==> config.mk <==
export PLATFORM = sky130hd
export DESIGN_NAME = rand_word_sched_flat
export DESIGN_NICKNAME = d
export VERILOG_FILES = /design/src/rtl/rand_word_sched_if.sv /design/src/rtl/rand_word_sched.sv /design/src/flat_wrapper.sv
export SDC_FILE = /design/constraint.sdc
export NUM_CORES = 1
export LEC_CHECK = 0
export ABC_CLOCK_PERIOD_IN_PS = 1350
export BUFFER_PORTS_ARGS = -buffer_cell sky130_fd_sc_hd__clkbuf_2
export CAP_MARGIN = 5
export CELL_PAD_IN_SITES_DETAIL_PLACEMENT = 1
export CELL_PAD_IN_SITES_GLOBAL_PLACEMENT = 1
export CORE_AREA = 5 5 63 65
export DETAILED_ROUTE_END_ITERATION = 10
export DIE_AREA = 0 0 68 70
export PLACE_DENSITY_LB_ADDON = 0.3
export SLEW_MARGIN = 10
export SYNTH_ARGS = -nofsm -noshare
export SYNTH_HDL_FRONTEND = slang
export SYNTH_SLANG_ARGS = --single-unit
export TNS_END_PERCENT = 1
==> constraint.sdc <==
create_clock -name clk_i -period 1.35 [get_ports clk_i]
set_clock_uncertainty 0.15 [all_clocks]
set_input_delay 0.27 -clock clk_i [delete_from_list [all_inputs] [get_ports clk_i]]
set_output_delay 0.27 -clock clk_i [all_outputs]
set_load 0.03 [all_outputs]
==> src/rtl/rand_word_sched_if.sv <==
// ---------------------------------------------------------------------------
// rand_word_sched_if
//   Bundles the requester-side and LFSR-side signals of rand_word_sched.
//   Modport slave  : the scheduler itself.
//   Modport master : whatever drives requests, acks and the LFSR bit
//                    (requesters plus the LFSR instance, or a testbench).
//
//   req_i      NREQ   per-requester request level
//   ack_i      NREQ   per-requester acknowledge of the presented word
//   rand_i     1      random bit from the LFSR (pre-step value)
//   lfsr_en_o  1      LFSR step enable
//   grant_o    NREQ   one-hot owner of the current transaction
//   valid_o    NREQ   one-hot; data_o valid for that requester
//   data_o     WIDTH  random word, MSB = first bit sampled
//   busy_o     1      scheduler not idle
// ---------------------------------------------------------------------------
interface rand_word_sched_if #(
    parameter int NREQ  = 4,
    parameter int WIDTH = 8
);
    logic [NREQ-1:0]  req_i;
    logic [NREQ-1:0]  ack_i;
    logic             rand_i;
    logic             lfsr_en_o;
    logic [NREQ-1:0]  grant_o;
    logic [NREQ-1:0]  valid_o;
    logic [WIDTH-1:0] data_o;
    logic             busy_o;

    modport slave (
        input  req_i, ack_i, rand_i,
        output lfsr_en_o, grant_o, valid_o, data_o, busy_o
    );

    modport master (
        output req_i, ack_i, rand_i,
        input  lfsr_en_o, grant_o, valid_o, data_o, busy_o
    );
endinterface

==> src/rtl/rand_word_sched.sv <==
// ---------------------------------------------------------------------------
// rand_word_sched
//   Round-robin scheduler sharing one single-bit LFSR among NREQ requesters.
//   The winner gets a WIDTH-bit word built by stepping the LFSR once per
//   cycle (GATHER), then the word is presented with valid/ack (PRESENT).
//
//   clk_i   clock
//   rst_i   asynchronous, active-low reset
//   bus     rand_word_sched_if.slave (req/ack/rand in; lfsr_en/grant/
//           valid/data/busy out)
// ---------------------------------------------------------------------------
module rand_word_sched #(
    parameter int NREQ  = 4,
    parameter int WIDTH = 8
) (
    input  logic               clk_i,
    input  logic               rst_i,
    rand_word_sched_if.slave   bus
);
    localparam int PTR_W = $clog2(NREQ);
    localparam int CNT_W = $clog2(WIDTH);

    typedef enum logic [1:0] {
        IDLE    = 2'd0,
        GATHER  = 2'd1,
        PRESENT = 2'd2
    } state_e;

    state_e           state_q, state_d;
    logic [NREQ-1:0]  grant_q, grant_d;
    logic [NREQ-1:0]  valid_q, valid_d;
    logic [WIDTH-1:0] data_q,  data_d;
    logic [CNT_W-1:0] cnt_q,   cnt_d;
    logic [PTR_W-1:0] last_q,  last_d;
    logic [PTR_W-1:0] owner_q, owner_d;

    logic             pick_found;
    logic [PTR_W-1:0] pick_idx;
    logic [PTR_W-1:0] cand_idx;
    int               cand;

    // Round-robin pick: scan last+1, last+2, ... wrapping at NREQ (not at
    // 2**PTR_W), so a non-power-of-two NREQ never yields an out-of-range grant.
    always_comb begin
        // NOTE: every variable gets a default before any branch, otherwise
        // the paths that skip an assignment infer a latch.
        pick_found = 1'b0;
        pick_idx   = '0;
        cand       = 0;
        cand_idx   = '0;
        for (int i = 1; i <= NREQ; i++) begin
            cand     = (int'(last_q) + i) % NREQ;
            cand_idx = PTR_W'(cand);
            if (!pick_found && bus.req_i[cand_idx]) begin
                pick_found = 1'b1;
                pick_idx   = cand_idx;
            end
        end
    end

    always_comb begin
        state_d = state_q;
        grant_d = grant_q;
        valid_d = valid_q;
        data_d  = data_q;
        cnt_d   = cnt_q;
        last_d  = last_q;
        owner_d = owner_q;

        unique case (state_q)
            IDLE: begin
                grant_d = '0;
                if (pick_found) begin
                    grant_d[pick_idx] = 1'b1;
                    owner_d           = pick_idx;
                    cnt_d             = '0;
                    data_d            = '0;
                    state_d           = GATHER;
                end
            end

            GATHER: begin
                // rand_i is the pre-step LFSR bit; the LFSR advances on this
                // same edge because lfsr_en_o is high throughout GATHER.
                data_d = {data_q[WIDTH-2:0], bus.rand_i};
                if (cnt_q == CNT_W'(WIDTH - 1)) begin
                    valid_d = grant_q;
                    state_d = PRESENT;
                end else begin
                    cnt_d = cnt_q + 1'b1;
                end
            end

            PRESENT: begin
                // Only the owner's ack counts; others are ignored.
                if (|(bus.ack_i & grant_q)) begin
                    valid_d = '0;
                    grant_d = '0;
                    last_d  = owner_q;
                    state_d = IDLE;
                end
            end

            default: begin
                state_d = IDLE;
                grant_d = '0;
                valid_d = '0;
            end
        endcase
    end

    always_ff @(posedge clk_i or negedge rst_i) begin
        if (!rst_i) begin
            state_q <= IDLE;
            grant_q <= '0;
            valid_q <= '0;
            data_q  <= '0;
            cnt_q   <= '0;
            last_q  <= PTR_W'(NREQ - 1);
            owner_q <= '0;
        end else begin
            // NOTE: non-blocking assignments so every register samples the
            // pre-edge values, independent of statement order.
            state_q <= state_d;
            grant_q <= grant_d;
            valid_q <= valid_d;
            data_q  <= data_d;
            cnt_q   <= cnt_d;
            last_q  <= last_d;
            owner_q <= owner_d;
        end
    end

    // Decoded straight from state so both drop the instant reset asserts.
    assign bus.lfsr_en_o = (state_q == GATHER);
    assign bus.busy_o    = (state_q != IDLE);
    assign bus.grant_o   = grant_q;
    assign bus.valid_o   = valid_q;
    assign bus.data_o    = data_q;

endmodule

==> src/flat_wrapper.sv <==
// flat-port wrapper written by rule: the top's interface ports become plain ports
module rand_word_sched_flat 
#(
    parameter int NREQ  = 4,
    parameter int WIDTH = 8
)
  (clk_i, rst_i, bus_req_i, bus_ack_i, bus_rand_i, bus_lfsr_en_o, bus_grant_o, bus_valid_o, bus_data_o, bus_busy_o);
  rand_word_sched_if #(.NREQ(NREQ), .WIDTH(WIDTH)) bus_i ();
  input  logic clk_i;
  input  logic rst_i;
  input wire logic [$bits(bus_i.req_i)-1:0] bus_req_i;
  input wire logic [$bits(bus_i.ack_i)-1:0] bus_ack_i;
  input wire logic [$bits(bus_i.rand_i)-1:0] bus_rand_i;
  output wire logic [$bits(bus_i.lfsr_en_o)-1:0] bus_lfsr_en_o;
  output wire logic [$bits(bus_i.grant_o)-1:0] bus_grant_o;
  output wire logic [$bits(bus_i.valid_o)-1:0] bus_valid_o;
  output wire logic [$bits(bus_i.data_o)-1:0] bus_data_o;
  output wire logic [$bits(bus_i.busy_o)-1:0] bus_busy_o;
  assign bus_i.req_i = bus_req_i;
  assign bus_i.ack_i = bus_ack_i;
  assign bus_i.rand_i = bus_rand_i;
  assign bus_lfsr_en_o = bus_i.lfsr_en_o;
  assign bus_grant_o = bus_i.grant_o;
  assign bus_valid_o = bus_i.valid_o;
  assign bus_data_o = bus_i.data_o;
  assign bus_busy_o = bus_i.busy_o;
  rand_word_sched #(.NREQ(NREQ), .WIDTH(WIDTH)) u_core (.clk_i(clk_i), .rst_i(rst_i), .bus(bus_i));
endmodule
==> impl_metrics.yaml, run 1 <==
logic_synthesis:
  ys_ff_latch: 25
  synthAdderAreaFrac_pct: 2.20
  synth_ff_type: "dfrtp_1"
  avgSynthCellArea_um2: 12.1
  synth_cells: 94
  synthArstFlopShare_pct: 100
  synth.area.mux_share_pct: 3.85
  synth_most_common_cell: "dfrtp_1"
  synth_top_cell_area_share_pct: 50.6
  synth_xor_area_share_pct: 0
  yosysSeqAreaShare_pct: 55.2
  synth_area_leaders: "dfrtp_1 (51%), a22o_1 (11%), dfstp_2 (4.6%)"
  synthDistinctLibCells: 29
  synth_edf_count: 0
  synth-simple-area-share_pct: 14.6
  yosysTopAreaCell: "dfrtp_1"
  synth-compound-area-share_pct: 21.5
  yosysWarningCount: 0
  synth_top_family_by_area: "compound AO/OA/AOI/OAI gates"
  syn_nets: 107
  yosys-top-cells-count: "dfrtp_1 (23), a22o_1 (14), nand2_1 (8), nand2b_1 (5), nand3_1 (5)"
  syn_area_um2: 1140
layout:
  fin_util_pct: 54.9
  area_delta_synth_final_pct: 58.5
  ff_latch_area_um2: 631
  drive_above_1_share_pct: 58.0
  nNetsFinal: 164
  num_antenna_cells: 0
  fill_cells: 355
  multi_input_area_um2: 571
route:
  wl_um: 3190
  ant_nets: 0
  via_per_inst: 4.90
  firstDrtPassIters: 4
  drc: 0
  drt_iter0_markers: 15
  vias: 960
  wl_per_cell_um: 16.3
clocking:
  clock-sinks: 25
  cts_max_level: 1
  cts_buffer_depth: 2
  cts_root_buf: "clkbuf_4"
  cts_tree: "yes"
  clock_latency_ns: 0.33
  cts_made_buffers: 3
  clkTransAtPathRegs_ns: 0.15
timing:
  slew_violations: 0
  max-slew-margin-rel_pct: 79.1
  tns_ns: -3.07
  period_minus_slack_ns: 1.60
  finalSetupViolations: 27
  fin_ws_ns: -0.247
  rsz0062_at_grt: "yes"
  final_hold_viol_count: 0
  fin_crit_sh_pct: 118
  fmax_mhz: 626
  tightestPinTransition_ns: 0.313
power:
  p_switching_uw: 1860
  p_seq_share_pct: 31.0
  clock_power_share_pct: 7.9
  p_comb_share_pct: 61.1
  pwr_density_cell_nw_per_um2: 2470
  p_int_uw: 2600
  leakagePower_uw: 0.000843
  swShare_pct: 41.8
  peakVddDrop_mv: 0.890
  power.total_uw: 4460
floorplan:
  die-area_um2: 4760
  fp.coreArea_um2: 3280
  ios: 29
  die_w_um: 68
  die_h_um: 70
  start_util_pct: 34.6
  num_rows: 21
global_route:
  grt_max_degree: 26
  grt_pass1_vias: 1129
  grt-ovfl-total: 0
  antenna_found_initial: 0
  grt_use_total_pct: 14.3
  grt_pass1_wl_um: 5290
worst_setup_path:
  worst-path-buf-inv: 0
  cp_max_fo: 7
  cp_num_cells: 4
  startpoint_type: "register"
  max_stage_delay_ns: 0.61
  reg2reg_depth: 4
  crit_path_cell_trace: "a21oi_1, o31ai_2, nor2_1, a22o_1"
  criticalPathCategory: "register to register"
  worstSetupEndpointType: "register"
  arrival_ns: 1.68
  slowest_stage: "dfstp_2"
  path_delay_family: "compound AO/OA/AOI/OAI gates"
  required_ns: 1.43
placement:
  pre_cts_ws_ns: -0.319
  io_buffers: 28
  gp_congestion: 0.800
  hpwl_um: 2260
worst_hold_path:
  hold_depth: 2
  hp-class: "input pin to register"
flow_run:
  cap_violations: 0
run_status:
  status: "complete, but fails checks"
  violations: "setup timing"
-- final cells by class --
type                    count  area share, %
flip-flops and latches     25           35.0
multi-input cells          65           31.6
repair buffers             54           28.0
well taps                  46           3.19
clock buffers               3           1.25
inverters                   2          0.555
clock inverters             1          0.416
-- layer usage --
metal / wire length (um) / track usage (%)
met5: 0 / 0
met3: 125 / 2.56
met1: 1320 / 17.1
met4: 82 / 3.53
met2: 1660 / 25.7
-- stage by stage --
step | instances | hold slack, ns | cell area [um2]
after floorplan | 94 | -0.176 | 1140
after global placement | 188 | 0.121 | 1480
after detailed placement | 188 | 0.130 | 1480
after CTS | 195 | 0.0160 | 1720
after global routing | 196 | 0.00213 | 1800
final | 196 | 0.0213 | 1800
-- path summary, 6_finish.rpt --
path / start / slack, ns / endpoint
min in group asynchronous: rst_i / 0.30 / u_core.bus.valid_o[1]
max in group asynchronous: rst_i / 0.46 / u_core.last_q[0]
worst max register to register: u_core.last_q[1] / -0.25 / u_core.bus.grant_o[3]
worst max-delay path: u_core.last_q[1] / -0.25 / u_core.bus.grant_o[3]
worst min register to register: u_core.bus.data_o[7] / 0.36 / u_core.bus.data_o[7]
worst min-delay path: bus_rand_i / 0.02 / u_core.bus.data_o[0]
-- cell families after synthesis --
| logic type | count (synthesis) |
|---|---|
| adders and majority gates | 2 |
| and+or+nand+nor | 29 |
| AOI/OAI and AO/OA | 30 |
| muxes | 4 |
| buffers and inverters | 4 |
| DFF | 25 |
-- timing repair --
item,4_1_cts,5_1_grt
resized for setup,45,36
hold endpoints to repair,23,0
buffers inserted,2,2
hold buffers,1,0
pin swaps,3,8
setup endpoints to repair,39,43
-- power by group through the flow --
| stage | Clock [uW] | Combinational [uW] | Sequential (uW) |
|---|---|---|---|
| after floorplan | 0 | 831 | 1690 |
| after global placement | 0 | 1950 | 1290 |
| after detailed placement | 0 | 2020 | 1320 |
| after CTS | 357 | 2450 | 1340 |
| after global routing | 400 | 2900 | 1440 |
| final | 350 | 2720 | 1380 |
-- sequential cells by signal (all words and copies together), names as in the netlist --
name and flops:
u_core.owner_q 2, u_core.state_q 2, u_core.bus.data_o 8, u_core.bus.valid_o 4, u_core.bus.grant_o 4, u_core.last_q 2
u_core.cnt_q 3
-- cell usage in the layout (no fill, tap or decap), types with 3 or more instances in the layout --
master / n
clkbuf_2: 10
nor2_1: 3
dfrtp_1: 21
nand3_1: 3
buf_2: 4
nand2_1: 6
buf_4: 18
buf_6: 7
nand2b_1: 3
clkbuf_4: 3
a22o_1: 14
buf_8: 14
(Power assumes the default switching activity.)
==> run 2: changes to the inputs <==
- CTS_BUF_LIST: not set -> sky130_fd_sc_hd__clkbuf_16
==> impl_metrics.yaml, run 2 (same netlist as run 1, synthesis figures left out) <==
power:
  peakVddDrop_mv: 0.745
  pwr_density_cell_nw_per_um2: 2570
  leakagePower_uw: 0.000860
  power.total_uw: 4640
clocking:
  cts_root_buf: "clkbuf_16"
  clkTransAtPathRegs_ns: 0.06
  cts_max_level: 1
  cts_made_buffers: 3
  cts_tree: "yes"
  clock_latency_ns: 0.26
  clock-sinks: 25
  cts_buffer_depth: 2
global_route:
  grt_pass1_wl_um: 5530
  grt_use_total_pct: 15.1
  grt-ovfl-total: 0
  grt_max_degree: 26
  grt_pass1_vias: 1130
  antenna_found_initial: 0
layout:
  design_area_um2: 1800
  area_delta_synth_final_pct: 58.6
  fin_util_pct: 54.9
  largest_reg_flops: 8
  drive_above_1_share_pct: 58.3
  nNetsFinal: 165
  num_antenna_cells: 0
  fill_cells: 362
  final_cells: 197
  final_cell_mix: "clkbuf_2 (22), dfrtp_1 (22), buf_4 (17)"
timing:
  finalSetupViolations: 26
  slew_violations: 0
  fin_ws_ns: -0.251
  rsz0062_at_grt: "yes"
  period_minus_slack_ns: 1.60
  tns_ns: -2.76
  fin_crit_sh_pct: 119
  max-slew-margin-rel_pct: 77.7
  final_hold_viol_count: 0
  fmax_mhz: 624
  tightestPinTransition_ns: 0.334
placement:
  placedCellCount: 188
  post_dp_cell_area_um2: 1480
  gp_congestion: 0.800
  hpwl_um: 2260
  io_buffers: 28
worst_hold_path:
  hp-class: "input pin to register"
  hold_end: "u_core.bus.data_o[0]"
  min-delay-start: "bus_rand_i"
  hold_depth: 2
route:
  wl_um: 3510
  wl_per_cell_um: 17.8
  firstDrtPassIters: 4
  drc: 0
  drt_iter0_markers: 24
  via_per_inst: 4.89
  ant_nets: 0
  vias: 963
worst_setup_path:
  startpoint_type: "register"
  crit_path_cell_trace: "and3b_2, o31a_1, nand3_1, o2bb2ai_1"
  max_stage_delay_ns: 0.59
  arrival_ns: 1.63
  reg2reg_depth: 4
  reg2reg_to: "u_core.bus.grant_o[2]"
  cp_num_cells: 4
  reg2reg_from: "u_core.last_q[1]"
  r2r_setup_slack_ns: -0.25
  path_delay_family: "flip-flops"
  cp_max_fo: 6
  worst-path-buf-inv: 0
  required_ns: 1.37
  worstSetupEndpointType: "register"
  criticalPathCategory: "register to register"
  slowest_stage: "dfstp_2"
floorplan:
  die-area_um2: 4760
  start_util_pct: 34.6
  die_h_um: 70
  fp.coreArea_um2: 3280
  num_rows: 21
  die_w_um: 68
  ios: 29
run_status:
  status: "complete, but fails checks"
  violations: "setup timing"
flow_run:
  cap_violations: 0
-- run 2: metal layers --
layer	up-vias	track usage [%]	share of wire [%]
met2	15	26.8	55
met1	480	18.6	41
met3	4	2.40	3.0
met5	-	0	0
li1	464	-	-
met4	0	3.31	0.77
-- run 2: layout make-up --
class / count / area [um2] / area share [%]
clock buffer: 3 / 75.1 / 4.16
tap: 46 / 57.6 / 3.19
multi-input combinational: 65 / 587 / 32.5
sequential: 25 / 629 / 34.9
inverter: 2 / 10.0 / 0.555
clock inverter: 1 / 7.51 / 0.416
timing repair buffer: 55 / 438 / 24.3
-- run 2: power by group --
| group | total (uW) | switching, uW | internal [uW] |
|---|---|---|---|
| Clock | 659 | 257 | 402 |
| Combinational | 2630 | 1370 | 1260 |
| Sequential | 1360 | 275 | 1080 |
-- run 2: stage by stage --
step / hold slack [ns] / setup slack [ns]
finish: 0.103 / -0.251
global route: 0.107 / -0.292
CTS: 0.0953 / -0.229
detailed placement: 0.130 / -0.319
global placement: 0.121 / -0.287
floorplan: -0.176 / -0.220
-- run 2: worst max-delay path by stage --
stage                          start                     to  slack (ns)
floorplan               bus_req_i[1]      u_core.owner_q[0]       -0.22
global placement        bus_req_i[1]      u_core.owner_q[0]       -0.29
detailed placement      bus_req_i[1]      u_core.owner_q[0]       -0.32
CTS                 u_core.last_q[0]  u_core.bus.grant_o[3]       -0.23
global route        u_core.last_q[0]  u_core.bus.grant_o[3]       -0.29
finish              u_core.last_q[1]  u_core.bus.grant_o[2]       -0.25
-- run 2: timing repair --
| action | in CTS | in global routing |
|---|---|---|
| gates resized for setup | 41 | 15 |
| pin swaps | 5 | 1 |
| endpoints found under the hold margin | 23 | 0 |
| hold buffers | 1 | 0 |
| endpoints found under the setup margin | 31 | 31 |
| setup buffers | 3 | 1 |
==> run 3: changes to the inputs <==
- SETUP_SLACK_MARGIN: not set -> 0.5
==> impl_metrics.yaml, run 3 (same netlist as run 1, synthesis figures left out) <==
run_status:
  status: "complete, but fails checks"
  violations: "hold timing, setup timing"
layout:
  largest_reg_flops: 8
  ff_latch_area_um2: 629
  area_delta_synth_final_pct: 70.5
  multi_input_area_um2: 601
  layout_commonest_cell: "dfrtp_1"
  fill_cells: 334
  fin_util_pct: 59.0
  nNetsFinal: 164
  final_cell_mix: "dfrtp_1 (22), buf_8 (15), buf_4 (15)"
  num_antenna_cells: 0
  drive_above_1_share_pct: 59.3
timing:
  worst_hold_slack_ns: -0.154
  tightestPinTransition_ns: 0.341
  slew_violations: 0
  max-slew-margin-rel_pct: 77.2
  period_minus_slack_ns: 1.58
  fmax_mhz: 632
  fin_crit_sh_pct: 117
  tns_ns: -2.43
  rsz0062_at_grt: "yes"
  fin_ws_ns: -0.233
  finalSetupViolations: 20
  final_hold_viol_count: 23
clocking:
  cts_max_level: 1
  clock_latency_ns: 0.26
  cts_tree: "yes"
  cts_root_buf: "clkbuf_16"
  clkTransAtPathRegs_ns: 0.06
  clock-sinks: 25
  cts_buffer_depth: 2
  cts_made_buffers: 3
placement:
  pre_cts_ws_ns: -0.319
  gp_congestion: 0.800
  io_buffers: 28
  hpwl_um: 2260
route:
  firstDrtPassIters: 4
  drt_iter0_markers: 33
  wl_per_cell_um: 18.6
  ant_nets: 0
  drc: 0
  vias: 994
  via_per_inst: 5.07
  wl_um: 3640
floorplan:
  die-area_um2: 4760
  start_util_pct: 34.6
  die_h_um: 70
  ios: 29
  die_w_um: 68
  num_rows: 21
  fp.coreArea_um2: 3280
worst_setup_path:
  criticalPathCategory: "register to register"
  worstSetupEndpointType: "register"
  startpoint_type: "register"
  cp_max_fo: 2
  arrival_ns: 1.58
  required_ns: 1.34
  reg2reg_to: "u_core.bus.grant_o[3]"
  reg2reg_from: "u_core.last_q[0]"
  r2r_setup_slack_ns: -0.23
  reg2reg_depth: 4
worst_hold_path:
  hp-class: "input pin to async pin"
power:
  power.total_uw: 5020
  leakagePower_uw: 0.000893
  pwr_density_cell_nw_per_um2: 2590
  peakVddDrop_mv: 0.801
flow_run:
  cap_violations: 0
global_route:
  antenna_found_initial: 0
  grt_pass1_wl_um: 5550
  grt_use_total_pct: 15.0
  grt_pass1_vias: 1142
  grt_max_degree: 26
  grt-ovfl-total: 0
==> run 3: changes by cell type in the layout (fill, tap and decap cells not counted), sizes merged <==
cell         previous run  this run
dlygate4sd3             1         0
buf                    31        42
clkbuf                 26        15
==> run 3: how the worst max path moves through the flow <==
stage	slack [ns]	start	end	cells past startpoint
floorplan	-0.22	bus_req_i[1]	u_core.owner_q[0]	4
global placement	-0.29	bus_req_i[1]	u_core.owner_q[0]	4
detailed placement	-0.32	bus_req_i[1]	u_core.owner_q[0]	4
CTS	-0.23	u_core.last_q[0]	u_core.bus.grant_o[3]	4
global route	-0.30	u_core.last_q[0]	u_core.bus.grant_o[3]	4
finish	-0.23	u_core.last_q[0]	u_core.bus.grant_o[3]	4
==> run 3: critical path: stages, from the launching register on <==
cell	delay (ns)
dfstp_2	0.52
and3b_2	0.23
o31ai_4	0.28
nor2_1	0.08
a22o_1	0.20
==> run 3: repair_timing <==
item / in CTS / in global routing
endpoints found under the setup margin: 43 / 43
buffers inserted: 3 / 1
gates resized for setup: 65 / 31
pin swaps: 10 / 9
hold endpoints to repair: 23 / 23
==> run 3: metal layers <==
layer | routed length [um] | track usage, % | vias up
met5 | 0 | 0 | -
li1 | - | - | 461
met1 | 1510 | 18.4 | 508
met4 | 34 | 3.31 | 0
met3 | 127 | 2.56 | 6
met2 | 1970 | 26.7 | 19
==> run 3: final cells by class <==
type / instances / area share, %
Sequential cell: 25 / 32.5
Multi-Input combinational cell: 65 / 31.0
Timing Repair Buffer: 54 / 28.8
Clock buffer: 3 / 3.87
Tap cell: 46 / 2.97
Inverter: 2 / 0.516
Clock inverter: 1 / 0.387
==> run 3: power by group <==
group          switching [uW]  internal [uW]  total (uW)
clock                     258            402         660
combinational            1400           1550        2950
sequential                335           1080        1410
total                    1990           3030        5020
==> run 3: through the flow <==
step | hold WS (ns) | cell area [um2] | instances
2_1_floorplan | -0.176 | 1140 | 94
3_3_place_gp | 0.121 | 1480 | 188
3_5_place_dp | 0.130 | 1480 | 188
4_1_cts | -0.144 | 1850 | 195
5_1_grt | -0.131 | 1940 | 196
6_report | -0.154 | 1940 | 196
